## src/rtl/flag_setting_unit.sv

```systemverilog
// flag_setting_unit
//
// Producer side of the condition-flag interface. Computes NZCV from the ALU
// result of flag-setting instructions and passes each update through a
// one-entry pending stage before committing it to the architectural flag
// register. A forwarded view (flags_fwd) always shows the newest flags, and a
// shadow register saves/restores the committed flags around exceptions.
//
// Ports:
//   clk           in  1      rising-edge clock
//   rst           in  1      synchronous reset, active-high
//   alu_a         in  WIDTH  ALU operand A
//   alu_b         in  WIDTH  ALU operand B (not inverted for sub)
//   alu_result    in  WIDTH  ALU result
//   alu_carry     in  1      adder carry-out (sub: carry of a+~b+1, 1 = no borrow)
//   alu_op        in  2      00 add, 01 sub, 10 logic, 11 move
//   flag_we       in  1      instruction sets flags
//   cond_pass     in  1      instruction passed its condition check
//   stall         in  1      freeze pending and commit stages
//   flush         in  1      kill pending and current flag updates
//   flags_save    in  1      copy ALUFlags into the shadow register
//   flags_restore in  1      load the shadow register into ALUFlags
//   ALUFlags      out 4      committed flags {N,Z,C,V}
//   flags_fwd     out 4      pending flags when pend_valid, else ALUFlags
//   pend_valid    out 1      an update is waiting to commit

module flag_setting_unit #(
    parameter int WIDTH = 16
) (
    input  logic             clk,
    input  logic             rst,
    input  logic [WIDTH-1:0] alu_a,
    input  logic [WIDTH-1:0] alu_b,
    input  logic [WIDTH-1:0] alu_result,
    input  logic             alu_carry,
    input  logic [1:0]       alu_op,
    input  logic             flag_we,
    input  logic             cond_pass,
    input  logic             stall,
    input  logic             flush,
    input  logic             flags_save,
    input  logic             flags_restore,
    output logic [3:0]       ALUFlags,
    output logic [3:0]       flags_fwd,
    output logic             pend_valid
);

    localparam int MSB = WIDTH - 1;

    typedef enum logic [1:0] {
        OP_ADD   = 2'b00,
        OP_SUB   = 2'b01,
        OP_LOGIC = 2'b10,
        OP_MOVE  = 2'b11
    } alu_op_t;

    logic [3:0] pend_flags;
    logic [3:0] shadow;
    logic [3:0] comp_flags;
    logic       capture;
    logic       flag_n;
    logic       flag_z;
    logic       flag_c;
    logic       flag_v;

    // Forwarded view: driven from registers only, so there is no
    // input-to-output path through the unit.
    assign flags_fwd = pend_valid ? pend_flags : ALUFlags;

    // Logic and move keep C and V from the forwarded flags so that a chain of
    // back-to-back flag-setting instructions sees the still-pending values.
    always_comb begin
        flag_n = alu_result[MSB];
        flag_z = (alu_result == '0);
        flag_c = flags_fwd[1];
        flag_v = flags_fwd[0];
        unique case (alu_op_t'(alu_op))
            OP_ADD: begin
                flag_c = alu_carry;
                flag_v = (alu_a[MSB] == alu_b[MSB]) && (alu_result[MSB] != alu_a[MSB]);
            end
            OP_SUB: begin
                flag_c = alu_carry;
                flag_v = (alu_a[MSB] != alu_b[MSB]) && (alu_result[MSB] != alu_a[MSB]);
            end
            default: begin
                flag_c = flags_fwd[1];
                flag_v = flags_fwd[0];
            end
        endcase
        comp_flags = {flag_n, flag_z, flag_c, flag_v};
    end

    // A new update is only accepted when nothing higher in priority
    // (restore, flush, stall) is claiming this edge.
    assign capture = flag_we & cond_pass & ~stall & ~flush & ~flags_restore;

    // Pending/commit stages. Restore beats flush beats stall; in the normal
    // case the pending entry commits while the next capture refills it, so
    // one update per cycle flows through without bubbles.
    always_ff @(posedge clk) begin
        if (rst) begin
            ALUFlags   <= 4'b0000;
            pend_flags <= 4'b0000;
            pend_valid <= 1'b0;
        end else if (flags_restore) begin
            ALUFlags   <= shadow;
            pend_valid <= 1'b0;
        end else if (flush) begin
            pend_valid <= 1'b0;
        end else if (!stall) begin
            if (pend_valid) begin
                ALUFlags <= pend_flags;
            end
            pend_valid <= capture;
            if (capture) begin
                pend_flags <= comp_flags;
            end
        end
    end

    // Shadow register. Save captures the committed flags as they were before
    // this edge and ignores stall/flush; a save alongside a restore is
    // dropped so the restored value is not clobbered.
    always_ff @(posedge clk) begin
        if (rst) begin
            shadow <= 4'b0000;
        end else if (flags_save && !flags_restore) begin
            shadow <= ALUFlags;
        end
    end

endmodule

```

## config.mk

```make
export PLATFORM = sky130hd
export DESIGN_NAME = flag_setting_unit
export DESIGN_NICKNAME = d
export VERILOG_FILES = /design/src/rtl/flag_setting_unit.sv
export SDC_FILE = /design/constraint.sdc
export NUM_CORES = 1
export LEC_CHECK = 0
export CAP_MARGIN = 25
export CORE_ASPECT_RATIO = 0.6
export CORE_MARGIN = 8
export CORE_UTILIZATION = 30
export CTS_BUF_LIST = sky130_fd_sc_hd__clkbuf_8
export DETAILED_ROUTE_END_ITERATION = 16
export MAX_ROUTING_LAYER = met4
export PLACE_DENSITY = 0.81
export RECOVER_POWER = 50
export SYNTH_ARGS = -nofsm -noshare
export SYNTH_HDL_FRONTEND = slang
export SYNTH_SLANG_ARGS = --single-unit
```

## constraint.sdc

```tcl
create_clock -name clk -period 1.67 [get_ports clk]
set_input_delay 0.2505 -clock clk [delete_from_list [all_inputs] [get_ports clk]]
set_output_delay 0.2505 -clock clk [all_outputs]
set_load 0.01 [all_outputs]
```

* After elaboration in Yosys (flattened, before gate mapping)
Index checks and enable logic that the tools add are counted.
Storage, ports and cells: register bits after elaboration 13, output and inout bits 9, input port bits 59, word-level logic and storage cells 33
Operators by class: muxes and demuxes 6, equal/unequal tests 6, reductions and logical operators 10, bitwise operators 7
Operators with widths (number):
- logical NOT 16 bit | 1
- 2-to-1 mux 4 bit | 4
- bitwise AND 1 bit | 4
- inequality test 2 x 1 -> 1 bit, second input constant | 2
- AND reduction 4 bit | 1
- logical AND 1 bit | 3
- NOT 1 bit | 3
- OR reduction 3 bit | 1
- equality test 2 x 1 -> 1 bit, second input constant | 1
- logical NOT 2 bit | 1
- inequality test 1 bit | 2
- one-hot mux 1 bit (2 select lines) | 1
- AND reduction 2 bit | 1
- OR reduction 2 bit | 1
- equality test 1 bit | 1
- logical NOT 1 bit | 1
- 2-to-1 mux 1 bit | 1

* Depth between registers and ports, before layout
depth after elaboration 5, mapped depth 4, depth with buffers taken out 3

* Least setup slack after synthesis
Ideal clock, no wire load.
kind reg2reg, start register pend_valid, end register ALUFlags[0], library setup time 0.132 ns, arrival time 1.213 ns, required time 1.538 ns, cell stages (with the launch flop) 4, path buffers 0, clock period less this slack 1.345 ns, slack 0.325 ns, path through dfxtp_1 -> mux2_2 -> o311ai_0 -> a21oi_1
On the way: longest elaborated chain between the ends 4
RTL lines:
- start: declaration | RTL line 45 | output logic pend_valid
- start signal: assignment | RTL line 115 | pend_valid <= capture;
- 2-to-1 mux 4 bit
- net flags_fwd[0] | RTL line 44 | output logic [3:0] flags_fwd,
- 2-to-1 mux 4 bit (3 in a row)
- end signal: assignment | RTL line 107 | ALUFlags <= shadow;
- end signal: assignment | RTL line 113 | ALUFlags <= pend_flags;
- end: declaration | RTL line 43 | output logic [3:0] ALUFlags,
The timed path passes the listed nets, and every way through them passes these cells. The select of a mux whose other input is x is not followed. A chain may end at the register's enable or synchronous reset.

* Final worst setup path
start register pend_valid, end output flags_fwd[1]
On the way: longest elaborated chain between the ends 1
RTL lines (RTL line):
- 2-to-1 mux 4 bit
- end: declaration | 44
No other way between the ends.

==> metrics.log <==
INFO  metric run_status = finished, final reports clean
INFO  metric grt_setup_unrepaired = no
INFO  metric peakVddDrop = 342.6 uV
INFO  metric core.rowCount = 13
INFO  metric holdWs = 449.6 ps
INFO  metric dr.pass1.iters = 5
INFO  metric setup.worst_path.end_class = primary output
INFO  metric worst_slew_pin_slew = 363.2 ps
INFO  metric clock_tree_from_tritoncts = done
INFO  metric timing.max_cap.violations = 0
INFO  metric ios = 68
INFO  metric final.min_clock_period = 1557 ps
INFO  metric die_height = 53.60 microns
INFO  metric yosysSeqAreaShare = 36.81%
INFO  metric groute.usage.overall = between 10% and 20%
INFO  metric wl_per_cell = 15.28 microns
INFO  metric grt_residual_overflow = 0
INFO  metric cts_hold_buf = 0
INFO  metric cts-resized-gates = 6
INFO  metric grt_start_max_net_pins = 10
INFO  metric setup_buffers_after_cts = 0
INFO  metric fin_nets = between 150 and 200
INFO  metric synth_top_cell_area_share = between 30% and 40%
INFO  metric worst_ep_required_time = 1420 ps
INFO  metric synth_cell_types = 24
INFO  metric ys_dominant_reg_cell = dfxtp_1
INFO  metric ys_warn_count = 0
INFO  metric post-route-drc-count = 0
INFO  metric cp.arrival = 1310 ps
INFO  metric numCtsBuffers = 3
INFO  metric crit_fanout = 6
INFO  metric async_reset_ff_share = 0%
INFO  metric layout-drive-gt1-share = 8.065%
INFO  metric antenna_found_initial = 0
INFO  metric route.vias.total = 806
INFO  metric setup-violations-final = 0
INFO  metric number_of_antenna_violating_nets_in_the_routed_design = 0
INFO  metric post_synth_main_area_contributors = dfxtp_1 37%, nand2_1 6.9%, a21oi_1 6.4%
INFO  metric reg2regPathDepth = 3
INFO  metric cts_h_tree_depth = 1
INFO  metric seq_area = 264.0 sq um
INFO  metric syn_nets = 140
INFO  metric final_min_period_over_clock_period = 93.26%
INFO  metric place_congestion = 0.7456
INFO  metric number_of_failing_hold_endpoints_at_the_final_stage = 0
INFO  metric synth-seq-cells = 13
INFO  metric synth_enable_flop_cells = 0
INFO  metric power.density = between 600 and 700 nW/um^2
INFO  metric core = 2196 sq um
INFO  metric static_leakage_power = 0.4212 nW
INFO  metric syn_area_per_cell = around 8.7 sq um
INFO  metric global_route_wire_length_before_repair = 3795 microns
INFO  metric fmax = 642.1 MHz
INFO  metric timing.setup.tns = 0 ps
INFO  metric synth.cell_area = 706.9 sq um
INFO  metric dieWidth = 78.67 microns
INFO  metric num_antenna_cells = 0
INFO  metric slew_viol_final = 0
INFO  metric initial_utilization = 32.19%
INFO  metric synth_cells = 81
INFO  metric io_buffer_count = 37
INFO  metric avgViaCountPerCell = between 5 and 6
INFO  metric min-delay-path-class = reg -> reg
INFO  metric slew-limit-headroom = 75.48%
INFO  metric insertion_delay_of_the_later_clocked_pin_in_the_worst_skew_pair = 250 ps
INFO  metric ctsRootBufferMaster = clkbuf_8
INFO  metric cts.sink_count = 13
INFO  metric cts.clk_slew.worst_paths = 60 ps
INFO  metric critPathKind = reg -> out
INFO  metric worstHoldPathCells = 2
INFO  metric yosysTopAreaCell = dfxtp_1
INFO  metric fp.dieArea = 4217 sq um
INFO  metric worstSetupStartpointType = flop
INFO  metric syn_to_final_growth = 65.84%
INFO  metric totalWireLength = 2353 microns
INFO  metric clockBufferDepth = 2
INFO  metric post-dp-hpwl = 1921 microns
INFO  metric layout.filler_cells = about 210
INFO  metric finClkSkew = ~1.6 ps
INFO  metric fin_total_pwr = about 0.75 mW
INFO  metric multi_input_comb_area = 419.2 sq um
INFO  metric detail_route.iter0.violations = 82
INFO  metric netlist_top_cells_count = 13 x dfxtp_1, 13 x nand2_1, 9 x a21oi_1, 7 x nor2b_1, 6 x o21ai_0
INFO  metric postLayoutCoreUtil = a little over half
INFO  metric number_of_global_route_vias_before_repair = 771
==> critical path: stages (launching register included) <==
cell	delay, ps
dfxtp_4	380
mux2_1	370
dlygate4sd2_1	300
==> where the power goes <==
part | switching, mW | internal, mW | leakage (nW)
logic | 0.0536 | 0.0922 | 0.288
clock network | 0.124 | 0.163 | 0.0269
registers | 0.00433 | 0.314 | 0.106
==> routing by layer <==
metal / routed length (microns) / share of wire (%) / GRT usage (%) / up-vias
met4: 53 / 2.3 / 5.488 / 0
met3: 142 / 6.0 / 3.987 / 6
met5: 0 / 0 / - / -
li1: - / - / - / 390
met1: 990 / 42 / 12.72 / 379
met2: 1167 / 50 / 21.48 / 31
==> final cells by class <==
| cell class | instances | share of cell area (%) |
|---|---|---|
| Clock buffer | 3 | 3.522 |
| Clock inverter | 1 | 0.3202 |
| Inverter | 1 | 0.3202 |
| Multi-Input combinational cell | 63 | 35.75 |
| Sequential cell | 13 | 22.52 |
| Tap cell | 30 | 3.202 |
| Timing Repair Buffer | 43 | 34.37 |
==> through the flow <==
stage	cells	setup WS, ps	area (sq um)
finish	154	112.5	1172
global route	154	75.68	1172
CTS	154	125.1	1180
detailed placement	150	27.28	1136
global placement	150	46.43	1136
floorplan	81	324.9	706.9
==> kinds of logic after synthesis <==
kind of cell	count (synthesis)	share of synthesized area (%)
flops	13	36.81
mux	6	9.203
buf+inv	5	3.893
xor+xnor	1	1.239
simple gates	31	26.73
compound gates	25	22.12
==> flip-flops by register name, summed over array words and instances, names as in the netlist <==
signal	flops
ALUFlags	4
pend_flags	4
pend_valid	1
shadow	4
==> layout by cell type, fill, tap and decap left out, types with 2 or more instances in the layout <==
cell / netlist / routed
a21oi_1: 9 / 9
inv_1: 1 / 2
clkbuf_8: 0 / 3
dlygate4sd2_1: 0 / 4
clkbuf_1: 2 / 2
mux2i_1: 2 / 2
nand2_1: 13 / 13
mux2_1: 0 / 3
o21ai_0: 6 / 6
nor4_1: 4 / 4
nor2b_1: 7 / 7
dfxtp_1: 13 / 12
o21bai_1: 4 / 4
buf_4: 0 / 4
o311ai_0: 4 / 4
clkdlybuf4s50_1: 0 / 32
==> path summary, 6_finish.rpt <==
| path | startpoint | to | slack [ps] |
|---|---|---|---|
| setup / recovery | pend_valid | flags_fwd[1] | 110 |
| hold / removal | shadow[3] | ALUFlags[3] | 450 |
| hold reg to reg | shadow[3] | ALUFlags[3] | 450 |
| setup reg to reg | pend_valid | ALUFlags[0] | 350 |
Power figures use the tool's default switching activity.
